### config.mk
export PLATFORM = sky130hd
export DESIGN_NAME = hid_report_uart
export DESIGN_NICKNAME = d
export VERILOG_FILES = /design/src/rtl/hid_report_uart.sv
export SDC_FILE = /design/constraint.sdc
export NUM_CORES = 1
export LEC_CHECK = 0
export CORE_UTILIZATION = 54
export CTS_CLUSTER_DIAMETER = 60
export DETAILED_ROUTE_END_ITERATION = 7
export PLACE_DENSITY = 0.8
export SETUP_SLACK_MARGIN = 0.2
export SYNTH_ARGS = -nofsm -noshare
export SYNTH_HDL_FRONTEND = slang
export SYNTH_SLANG_ARGS = --single-unit
### constraint.sdc
create_clock -name clk -period 4.4 [get_ports clk]
set_input_delay 0.88 -clock clk [delete_from_list [all_inputs] [get_ports clk]]
set_output_delay 0.88 -clock clk [all_outputs]
set_load 0.1 [all_outputs]
### src/rtl/hid_report_uart.sv
// Streams each accepted HID report as one ASCII line "T:HHHHHHHHHHHHHHHH\r\n" over an 8N1 UART.
// Reports that arrive while a line is in flight are dropped and counted (saturating).
module hid_report_uart #(
    parameter int CLK_HZ = 12000000,
    parameter int BAUD   = 115200
) (
    input  logic        clk,
    input  logic        resetn,
    input  logic [1:0]  usb_type,
    input  logic        usb_report,
    input  logic [63:0] hid_report,
    output logic        uart_tx,
    output logic        busy,
    output logic [7:0]  drop_cnt
);

    localparam int DIV = (CLK_HZ + BAUD / 2) / BAUD;
    localparam logic [15:0] DIV_M1 = 16'(DIV - 1);

    typedef enum logic [1:0] {IDLE, START, DATA, STOP} state_t;

    state_t      state_q, state_d;
    logic [15:0] baud_q, baud_d;
    logic [2:0]  bit_q, bit_d;
    logic [4:0]  char_q, char_d;
    logic [1:0]  typ_q;
    logic [63:0] rpt_q;
    logic [7:0]  drop_q;
    logic        tx_q, tx_d;

    logic        accept, dropReport, baudEnd;
    logic [3:0]  k;
    logic [5:0]  nibIdx;
    logic [3:0]  nib;
    logic [7:0]  charByte;

    function automatic logic [7:0] hexAscii(input logic [3:0] n);
        return (n < 4'd10) ? (8'h30 + {4'b0, n}) : (8'h37 + {4'b0, n});
    endfunction

    assign busy       = (state_q != IDLE);
    assign accept     = usb_report && !busy && (usb_type != 2'd0);
    assign dropReport = usb_report && busy && (usb_type != 2'd0);
    assign baudEnd    = (baud_q == DIV_M1);

    // Hex chars c2..c17 walk byte 0 upward, high nibble first.
    always_comb begin
        k        = char_q[3:0] - 4'd2;
        nibIdx   = {k[3:1], ~k[0], 2'b00};
        nib      = rpt_q[nibIdx +: 4];
        charByte = hexAscii(nib);
        case (char_q)
            5'd0:    charByte = 8'h30 + {6'b0, typ_q};
            5'd1:    charByte = 8'h3A;
            5'd18:   charByte = 8'h0D;
            5'd19:   charByte = 8'h0A;
            default: charByte = hexAscii(nib);
        endcase
    end

    always_comb begin
        state_d = state_q;
        baud_d  = baud_q;
        bit_d   = bit_q;
        char_d  = char_q;
        case (state_q)
            IDLE: begin
                if (accept) begin
                    state_d = START;
                    baud_d  = 16'd0;
                    bit_d   = 3'd0;
                    char_d  = 5'd0;
                end
            end
            START: begin
                baud_d = baud_q + 16'd1;
                if (baudEnd) begin
                    baud_d  = 16'd0;
                    bit_d   = 3'd0;
                    state_d = DATA;
                end
            end
            DATA: begin
                baud_d = baud_q + 16'd1;
                if (baudEnd) begin
                    baud_d = 16'd0;
                    if (bit_q == 3'd7) begin
                        state_d = STOP;
                    end else begin
                        bit_d = bit_q + 3'd1;
                    end
                end
            end
            STOP: begin
                baud_d = baud_q + 16'd1;
                if (baudEnd) begin
                    baud_d = 16'd0;
                    if (char_q == 5'd19) begin
                        state_d = IDLE;
                    end else begin
                        char_d  = char_q + 5'd1;
                        state_d = START;
                    end
                end
            end
            default: state_d = IDLE;
        endcase

        // Line level is registered from the next state so the pin never glitches.
        case (state_d)
            START:   tx_d = 1'b0;
            DATA:    tx_d = charByte[bit_d];
            default: tx_d = 1'b1;
        endcase
    end

    always_ff @(posedge clk or negedge resetn) begin
        if (!resetn) begin
            state_q <= IDLE;
            baud_q  <= 16'd0;
            bit_q   <= 3'd0;
            char_q  <= 5'd0;
            typ_q   <= 2'd0;
            rpt_q   <= 64'd0;
            drop_q  <= 8'd0;
            tx_q    <= 1'b1;
        end else begin
            state_q <= state_d;
            baud_q  <= baud_d;
            bit_q   <= bit_d;
            char_q  <= char_d;
            tx_q    <= tx_d;
            if (accept) begin
                typ_q <= usb_type;
                rpt_q <= hid_report;
            end
            if (dropReport && (drop_q != 8'hFF)) begin
                drop_q <= drop_q + 8'd1;
            end
        end
    end

    assign uart_tx  = tx_q;
    assign drop_cnt = drop_q;

endmodule
# == Word-level counts from Yosys, hierarchy flattened ==
# Index checks and enable logic that the tools add are counted.
# classes
mul,0
bitwise_logic,1
n_eq_ne,14
add_sub_neg,8
n_mux,24
shifts,1
magnitude_cmp,2
reduce_logical,13
div,0
# op_table
operator,count
indexed part select 64 x 7 -> 4 bit,1
2-to-1 mux 16 bit,2
one-hot mux 16 bit (2 select lines),1
one-hot mux 7 bit (4 select lines),1
adder 16 x 1 -> 16 bit (second input constant),1
equality test 16 x 7 -> 1 bit (second input constant),1
2-to-1 mux 5 bit,3
adder 6 x 4 -> 7 bit (first input constant),2
2-to-1 mux 3 bit,4
equality test 5 bit (second input constant),2
2-to-1 mux 2 bit,5
one-hot mux 5 bit (2 select lines),1
one-hot mux 3 bit (3 select lines),1
adder 8 x 1 -> 8 bit (second input constant),1
!= test 8 bit (second input constant),1
one-hot mux 2 bit (4 select lines),1
adder 6 x 2 -> 7 bit (first input constant),1
2-to-1 mux 7 bit,1
equality test 2 bit (second input constant),3
!= test 2 bit (second input constant),3
nonzero test 2 bit,3
adder 5 x 1 -> 5 bit (second input constant),1
equality test 5 x 1 -> 1 bit (second input constant),1
logical AND 1 bit,5
15 further kinds,17
# totals
rom_bits,0
reg_bits,101
out_inout_bits,10
mem_bits_rw,0
mem_count,0
latchBits,0
inputBits,69
word_cells,71

# == Depth between registers and ports, before layout ==
# depth
depth_word,9
ltp_mapped,12
depth_no_buf,10

# == Worst setup path after synthesis ==
# Ideal clock, no wire load.
# synth_path
path_kind,reg-to-reg
startpoint,register char_q[1]
endpoint,register tx_q (netlist: uart_tx)
arrival_time_ps,3180
path_slack_ps,1123
stages_incl_launch_ff,12
setup_time_ps,97
n_path_buf,1
path_cell_list,dfrtp_1 clkbuf_1 inv_1 ha_1 xor2_1 mux4_2 inv_1 ha_1 nand4_1 a211oi_1 nor3_1 o41ai_2
# synth_via
elab_chain_len,8
word_cells_on_any_way,19
# synth_rtl
item,line_no,text
start: declaration,25,"logic [4:0] char_q, char_d;"
start signal: assignment,131,char_q <= char_d;
subtractor 4 x 2 -> 4 bit,48,k = char_q[3:0] - 4'd2;
indexed part select 64 x 7 -> 4 bit,50,nib = rpt_q[nibIdx +: 4];
adder 6 x 4 -> 7 bit or < comparator 4 bit (tied branches),38,"return (n < 4'd10) ? (8'h30 + {4'b0, n}) : (8'h37 + {4'b0, n});"
2-to-1 mux 7 bit,38,
one-hot mux 7 bit (4 select lines),52,case (char_q)
binary-select mux 1 bit (select 3 bit),112,DATA: tx_d = charByte[bit_d];
2-to-1 mux 1 bit (not written as such),112,
one-hot mux 1 bit (2 select lines) (*),110,case (state_d)
via tx_d,29,"logic tx_q, tx_d;"
end signal: assignment,132,tx_q <= tx_d;
end: declaration,29,
# The timed path passes the listed nets; every way through them passes the cells marked *. The select of a mux whose other input is x is not followed.
# A chain may end at the register's enable or synchronous reset.

# == Final worst setup path ==
# layout_path
startpoint,register state_q[1]
endpoint,output busy
# layout_via
elab_chain_len,1
# layout_rtl
item,line_no,text
start: declaration,22,"state_t state_q, state_d;"
start signal: assignment,128,state_q <= state_d;
nonzero test 2 bit,41,assign busy = (state_q != IDLE);
end: declaration,13,"output logic busy,"
# No other way between the ends.

==> metrics.txt <==
combinational family with the most area after synthesis multiplexers; ANT nets after route 0; vias 3,584; status finished clean; GRT Total Usage about 23%; die height 99.33 um; die width 99.33 um; largest net degree at the start of global routing 91; Root Buffer clkbuf_8; syn_nets approximately 500; Num CTS Buffers 9; Clock Skew 9.706 ps; Residual DRC 0; Initial Utilization a little under three fifths; row cnt 35; Sequential Power Share about half; switching pwr slightly above 0.7 mW; Cell variety after synth 52; CTS max path bufs 2; later-pin clock latency in the skew report roughly 370 ps; initial DRC count 174; Hold Buf Count CTS 0; final hold vios 0; Worst Setup End Kind output pin; Fill cells 688; synth warn 0; worst-margin pin slew between 1000 and 1500 ps; IO Pins 79; simple-gate share of the synthesized area between 10% and 20%; CP top delay family buffers and inverters; Area growth syn-to-layout 20.72%; Max Fclk roughly 280 MHz; dpl hpwl around 7500 um; CP arrival roughly 2700 ps; Final Setup Violations 0; Final Slew Violations 0; P_int ~1.4 mW; Port-buffer cells 78; Yosys reg bits slightly above 100; syn_area_per_cell ~12 um^2; RSZ-0062 raised after global routing no; startpoint types register; sw frac 33.69%; Compound-Gate Fraction of Synth Area under 10%; Global Route met2 Usage between 30% and 40%; # diodes 0; Post-Syn Area just over 0.005 mm^2; TNS Setup 0 ps; Leak Pwr 2.625 nW; Tcrit/Tclk final approximately four fifths; Async S/R FF share, synth 100.0%; Primary FF master, synth dfrtp_1; Mapped Cells roughly 420; Core Region between 0.009 and 0.01 mm^2; share of layout cells above drive strength 1 between 20% and 30%; normalized max-slew margin 25.88%; Post-Synth XOR/XNOR Area 2.911%; # nets final 569; vias per cell 5.914; GRT met3 Usage 6.887%; CTS tree yes; busiest layer in global routing met2; peak fanout along the critical path 14; pwr dens between 300 and 400 mW/mm^2; Period minus WS final approximately 3600 ps; sequential share of the synthesized area between 40% and 50%; Max-Cap Viols 0; vias in the first global route between 3,000 and 4,000; drt first pass iters 4; Clock Power Share between 20% and 30%; CP max-delay cell clkdlybuf4s50_1; WHS 505.0 ps; Critical Path, Cell by Cell nor2_1 -> inv_1 -> clkdlybuf4s50_1; Largest stage delay, worst path roughly 1200 ps; routed len/inst between 15 and 20 um; CP required 3520 ps; adder-cell share of the synthesized area under 10%; post-CTS repair timing setup buffer count 0; number of synthesized flops with an enable pin 0; WP buf/inv 2; H-Tree Depth 3; Min-Delay Path Class reg2reg; Reg clk slew, reported paths about 110 ps; mux contribution to synthesized area around 23%; global-route wire length before repair about 18,000 um; clock sinks slightly above 100; Worst Path Class, Setup reg2out; grt total ovfl 0; post-cts resize count 0; peak supply drop approximately 0.35 mV; die area 0.009865 mm^2; drt total wl 10,360 um; initial antenna violation count 0; routability cong. about 0.82; Logic pwr share between 20% and 30%; met1 Use GR between 20% and 30%
==> cells by family after synthesis <==
family | after synthesis
buffers and inverters | 27
AND/OR/NAND/NOR | 105
adder cells (fa/ha/maj) | 10
AO/OA/AOI/OAI | 71
XOR/XNOR | 17
flip-flops | 101
multiplexers | 87
==> worst paths after layout <==
| path | endpoint | slack (ps) | start | cells past startpoint |
|---|---|---|---|---|
| worst max-delay path | busy | 820 | state_q[1] | 3 |
| worst min-delay path | baud_q[13] | 510 | baud_q[13] | 1 |
| worst max register to register | uart_tx | 1030 | char_q[1] | 11 |
| worst min register to register | baud_q[13] | 510 | baud_q[13] | 1 |
| max in group asynchronous | baud_q[4] | 2930 | resetn | 2 |
| min in group asynchronous | drop_cnt[5] | 700 | resetn | 1 |
==> placed cells by master (no fill, tap or decap), types with 4 or more instances in the layout <==
cell | synthesis | final
a21oi_1 | 9 | 9
a31oi_1 | 5 | 5
and3_1 | 5 | 5
buf_4 | 3 | 5
clkbuf_8 | 0 | 10
clkdlybuf4s50_1 | 0 | 77
dfrtp_1 | 100 | 100
ha_1 | 10 | 10
inv_1 | 6 | 6
mux2_2 | 67 | 67
mux4_2 | 17 | 17
nand2_1 | 27 | 27
nand3_1 | 18 | 18
nand4_1 | 10 | 10
nor2_1 | 18 | 17
nor3_1 | 4 | 4
o21ai_0 | 35 | 35
xnor2_1 | 9 | 9
xor2_1 | 8 | 8
==> per-layer routing <==
| metal | up-vias | wire length (um) |
|---|---|---|
| li1 | 1704 | - |
| met1 | 1773 | 4348 |
| met2 | 89 | 5293 |
| met3 | 18 | 531 |
| met4 | 0 | 182 |
| met5 | - | 0 |
==> area by class of cell <==
cell class / instances / area (um^2) / area share, %
Inverter: 6 / 22.52 / 0.3647
Multi-Input combinational cell: 290 / 2474 / 40.06
Timing Repair Buffer: 82 / 808.3 / 13.09
Clock inverter: 6 / 65.06 / 1.054
Sequential cell: 101 / 2529 / 40.95
Tap cell: 111 / 138.9 / 2.249
Clock buffer: 10 / 137.6 / 2.229
==> sequential cells by signal, indices dropped and copies added, names as in the netlist <==
register  cells
rpt_q        64
baud_q       16
drop_cnt      8
char_q        5
bit_q         3
state_q       2
typ_q         2
uart_tx       1
==> power groups by stage <==
| stage | combinational [mW] | sequential [mW] | clock, mW |
|---|---|---|---|
| 5_1_grt | 0.537 | 1.05 | 0.649 |
| 6_report | 0.507 | 1.04 | 0.587 |
| 2_1_floorplan | 0.144 | 1.24 | 0 |
| 3_5_place_dp | 0.512 | 1.06 | 0 |
| 4_1_cts | 0.513 | 1.04 | 0.606 |
| 3_3_place_gp | 0.501 | 1.06 | 0 |
==> stage by stage <==
step / area, um^2 / setup slack, ps / utilization (%) / cells / power (mW)
global placement: 5972 / 971.0 / 64.94 / 590 / 1.556
floorplan: 5115 / 1123 / - / 418 / 1.388
CTS: 6175 / 848.3 / 67.14 / 606 / 2.159
finish: 6175 / 815.9 / 67.14 / 606 / 2.135
detailed placement: 5972 / 816.2 / 64.94 / 590 / 1.570
global route: 6175 / 751.3 / 67.14 / 606 / 2.236
==> Yosys cell counts, types with 5 or more instances <==
| cell type | count | area, um^2 |
|---|---|---|
| dfrtp_1 | 100 | 2502 |
| mux2_2 | 67 | 754.5 |
| o21ai_0 | 35 | 175.2 |
| nand2_1 | 27 | 101.4 |
| nand3_1 | 18 | 90.09 |
| nor2_1 | 18 | 67.56 |
| mux4_2 | 17 | 382.9 |
| clkbuf_1 | 16 | 60.06 |
| ha_1 | 10 | 125.1 |
| nand4_1 | 10 | 62.56 |
| a21oi_1 | 9 | 45.04 |
| xnor2_1 | 9 | 78.83 |
| xor2_1 | 8 | 70.07 |
| inv_1 | 6 | 22.52 |
| a31oi_1 | 5 | 31.28 |
| and3_1 | 5 | 31.28 |
Power figures use the tool's default switching activity.
